<file path="src/rtl/cv32e40x_fencei_flush_unit.sv">
// fence.i flush responder: blocks fetch, drains outstanding instruction OBI
// transactions, invalidates every tag line, then pulses a one-cycle acknowledge.
module cv32e40x_fencei_flush_unit #(
  parameter int unsigned NUM_LINES       = 16,
  parameter int unsigned MAX_OUTSTANDING = 2
) (
  input  logic                         clk,
  input  logic                         rst_n,
  input  logic                         fencei_flush_req_i,
  output logic                         fencei_flush_ack_o,
  input  logic                         instr_req_i,
  input  logic                         instr_gnt_i,
  input  logic                         instr_rvalid_i,
  output logic                         fetch_block_o,
  output logic                         inval_req_o,
  output logic [$clog2(NUM_LINES)-1:0] inval_idx_o,
  input  logic                         inval_gnt_i,
  output logic                         busy_o,
  output logic                         err_o
);

  localparam int unsigned IDX_W = $clog2(NUM_LINES);
  localparam int unsigned CNT_W = $clog2(MAX_OUTSTANDING + 1);

  localparam logic [IDX_W-1:0] LAST_IDX = IDX_W'(NUM_LINES - 1);
  localparam logic [CNT_W-1:0] MAX_CNT  = CNT_W'(MAX_OUTSTANDING);

  // Invalidate handshake: inval_req_o holds with a stable inval_idx_o until
  // inval_gnt_i is seen high at a rising clock edge; that edge retires the line.
  typedef enum logic [2:0] {
    IDLE    = 3'd0,
    DRAIN   = 3'd1,
    INVAL   = 3'd2,
    ACK     = 3'd3,
    RELEASE = 3'd4
  } state_e;

  state_e             state_q, state_d;
  logic [IDX_W-1:0]   idx_q, idx_d;
  logic [CNT_W-1:0]   cnt_q, cnt_d;
  logic               err_q, err_d;
  logic               cnt_inc, cnt_dec;

  assign cnt_inc = instr_req_i & instr_gnt_i;
  assign cnt_dec = instr_rvalid_i;

  always_ff @(posedge clk or negedge rst_n) begin
    if (!rst_n) begin
      state_q <= IDLE;
      idx_q   <= '0;
      cnt_q   <= '0;
      err_q   <= 1'b0;
    end else begin
      state_q <= state_d;
      idx_q   <= idx_d;
      cnt_q   <= cnt_d;
      err_q   <= err_d;
    end
  end

  // Outstanding counter runs in every state; out-of-range moves are clamped
  // and flagged instead of wrapping.
  always_comb begin
    cnt_d = cnt_q;
    err_d = err_q;
    unique case ({cnt_inc, cnt_dec})
      2'b10: begin
        if (cnt_q == MAX_CNT) err_d = 1'b1;
        else                  cnt_d = cnt_q + CNT_W'(1);
      end
      2'b01: begin
        if (cnt_q == '0) err_d = 1'b1;
        else             cnt_d = cnt_q - CNT_W'(1);
      end
      default: ;
    endcase
  end

  always_comb begin
    state_d = state_q;
    idx_d   = idx_q;
    unique case (state_q)
      IDLE: begin
        if (fencei_flush_req_i) state_d = DRAIN;
      end
      DRAIN: begin
        if (cnt_d == '0) begin
          state_d = INVAL;
          idx_d   = '0;
        end
      end
      INVAL: begin
        if (inval_gnt_i) begin
          if (idx_q == LAST_IDX) begin
            state_d = ACK;
            idx_d   = '0;
          end else begin
            idx_d = idx_q + IDX_W'(1);
          end
        end
      end
      ACK: begin
        state_d = RELEASE;
      end
      RELEASE: begin
        if (!fencei_flush_req_i) state_d = IDLE;
      end
      default: begin
        state_d = IDLE;
        idx_d   = '0;
      end
    endcase
  end

  // Pure decodes of registered state, so reset clears every output at once.
  always_comb begin
    fencei_flush_ack_o = (state_q == ACK);
    inval_req_o        = (state_q == INVAL);
    inval_idx_o        = idx_q;
    fetch_block_o      = (state_q != IDLE);
    busy_o             = (state_q != IDLE);
    err_o              = err_q;
  end

endmodule

</file>
<file path="config.mk">
export PLATFORM = sky130hd
export DESIGN_NAME = cv32e40x_fencei_flush_unit
export DESIGN_NICKNAME = d
export VERILOG_FILES = /design/src/rtl/cv32e40x_fencei_flush_unit.sv
export SDC_FILE = /design/constraint.sdc
export NUM_CORES = 1
export LEC_CHECK = 0
export ABC_CLOCK_PERIOD_IN_PS = 2150
export BUFFER_PORTS_ARGS = -buffer_cell sky130_fd_sc_hd__buf_4
export CAP_MARGIN = 5
export CORE_MARGIN = 4
export CORE_UTILIZATION = 34
export DETAILED_ROUTE_END_ITERATION = 6
export MAX_ROUTING_LAYER = met4
export PLACE_DENSITY = 0.54
export SLEW_MARGIN = 20
export SYNTH_ARGS = -nofsm -noshare
export SYNTH_HDL_FRONTEND = slang
export SYNTH_SLANG_ARGS = --single-unit
</file>
<file path="constraint.sdc">
create_clock -name clk -period 2.15 [get_ports clk]
set_input_delay 0.43 -clock clk [delete_from_list [all_inputs] [get_ports clk]]
set_output_delay 0.43 -clock clk [all_outputs]
set_load 0.02 [all_outputs]
</file>
==> run metrics <==
run status=completed; slew margin rel.=77.1%; CTS tree=yes; final core occ=44.7%; Post-Synth XOR/XNOR Area=0%; Simple-Gate Fraction of Synth Area=21.5%; Top Layer Used=met4; R2R cell count=6; mux contribution to synthesized area=1.42%; cell area after synthesis=703 um2; fin. max-slew vios=0; Leak=0.421 nW; Worst setup SP type=input pin; GPL Wtd Cong=0.796; total number of vias=595; crit-path max FO=4; final WL=1410 um; met3 WL post-DR=98 um; FP Rows=16; count of final setup violators=0; clock skew=0.00109 ns; DP HPWL=1110 um; first-pass GRT wire length=2330 um; Power Total=0.00110 W; Final TNS setup=0 ns; floorplan core area=1960 um2; synth unique cells=32; Critical Path AT=1.98 ns; Pwr Density=1260 nW/um2; port buffer count=15; diode count=0; synth-to-layout area growth=24.7%; Adder-Cell Fraction of Synth Area=12.5%; total gr overflow=0; clock buffer depth=2; WHS Path Cells=2; layout cells sized above 1=27.7%; post-synthesis compound-gate area fraction=22.6%; cells after synthesis=78; CP endpoint kind=flip-flop; fin crit share=83.1%; root buf cell=clkbuf_4; largest net degree at the start of global routing=14; Fmax=560 MHz; worst slew pin tran=0.343 ns; antenna viol nets, final=0; Vias/cell=4.92; # IOs=16; max-cap viol count=0; Synthesized Nets=92; DIE AREA=2860 um2; placed instance area=831 um2; Hold Violations, Final=0; initial antenna violation count=0; largest family of logic cells by synthesized area=compound AO/OA/AOI/OAI gates; die height=53.5 um; First-pass DRT Iterations=4; Initial Util=35.8%; commonest non-fill, non-tap cell in the layout=buf_4; CTS Sinks=10; Total GRT Usage=11.6%; clk_lat worst skew=0.26 ns; WL per Instance=11.6 um; Met2 Wirelength=601 um; M1 WL=685 um; syn avg cell area=9.02 um2; clock transition at the registers of the reported paths=0.07 ns; Period minus WS final=1.79 ns; most frequent cells in the layout=15 x buf_4, 10 x dfrtp_1, 8 x nor2_1; Hold Slack=0.416 ns; vias in the first global route=548; design area=877 um2; Hold Path Class=in2reg; critical path class=in2reg; nets=109; DRC errors left=0; Worst Path Required=2.34 ns; DIE WIDTH=53.5 um; CTS Buf Count=3; RSZ-0062 raised after global routing=no; Starting DRT DRC Count=5; register area share after synthesis=35.6%; Max rail drop VDD=0.589 mV; CTS H-tree lvls=1; #FFs+latches synth=10; Yosys warning count=0
-- flip-flops by register name (all words and copies together), names as in the netlist --
signal and cells:
cnt_q 2, err_o 1, inval_idx_o 4, state_q 3
-- critical path, stage by stage --
cell and delay (ns):
buf_4 0.11, nand2_1 0.07, inv_1 0.04, ha_1 0.31, nor2b_1 0.17, and3_4 0.19, or4_4 0.49, a31oi_2 0.17
-- cell families (layout without fill, tap and decap cells) --
| kind of cell | count (synthesis) | after routing |
|---|---|---|
| compound gates | 22 | 22 |
| fa+ha+maj | 7 | 7 |
| buf+inv | 11 | 27 |
| flops | 10 | 10 |
| mux | 1 | 1 |
| simple gates | 27 | 27 |
-- power breakdown --
part | internal (W) | switching [W] | leakage, nW
combinational | 0.000264 | 0.000300 | 0.277
sequential | 0.000253 | 0.000118 | 0.123
clock | 0.000103 | 0.0000663 | 0.0210
-- per-layer routing --
layer | up-vias | GRT usage, %
met5 | - | -
met4 | 0 | 2.55
met3 | 2 | 5.07
met2 | 17 | 16.9
met1 | 268 | 14.6
li1 | 308 | -
-- worst paths after layout --
check                                    from                         end  slack [ns]
setup / recovery                  instr_req_i  inval_idx_o[0]$_DFFE_PN0P_        0.36
hold / removal             fencei_flush_req_i      state_q[2]$_DFFE_PN0P_        0.42
setup reg to reg           cnt_q[1]$_DFF_PN0_  inval_idx_o[0]$_DFFE_PN0P_        0.40
hold reg to reg             err_o$_DFFE_PN0P_           err_o$_DFFE_PN0P_        0.48
max in group asynchronous               rst_n  inval_idx_o[1]$_DFFE_PN0P_        1.48
min in group asynchronous               rst_n          cnt_q[0]$_DFF_PN0_        0.53
-- cell usage after synthesis (all sizes together) --
cell type  number  area (um2)
nor2            8        30.0
a32oi           1        8.76
a32o            1        10.0
nor3            1        5.00
mux2i           1        10.0
nand3           2        10.0
a31oi           2        18.8
inv             7        26.3
a21oi           5        25.0
o211a           1        10.0
buf             1        7.51
nand2b          2        12.5
ha              7        87.6
o21ai           6        30.0
nand2           5        18.8
and2            1        6.26
o21bai          1        7.51
a22o            1        10.0
a31o            1        8.76
o22ai           1        6.26
or3             1        6.26
and3            1        11.3
nor2b           4        32.5
a221oi          2        23.8
clkbuf          3        11.3
dfrtp          10         250
or4             2        18.8
-- metrics by stage --
stage	worst slack [ns]	instances
floorplan	0.265	78
global placement	0.111	116
detailed placement	0.0888	116
CTS	0.354	121
global route	0.273	121
finish	0.364	121
-- final cells by class --
| class | count | area (um2) |
|---|---|---|
| Timing Repair Buffer | 16 | 123 |
| Fill cell | 205 | 1080 |
| Sequential cell | 10 | 250 |
| Multi-Input combinational cell | 57 | 408 |
| Clock buffer | 4 | 36.3 |
| Inverter | 7 | 26.3 |
| Tap cell | 27 | 33.8 |
-- what timing repair did --
item                                   CTS  global route
resized for setup                        0             0
setup buffers                            0             0
hold buffers                             1             0
endpoints found under the hold margin   10             0
Power figures use the tool's default switching activity.
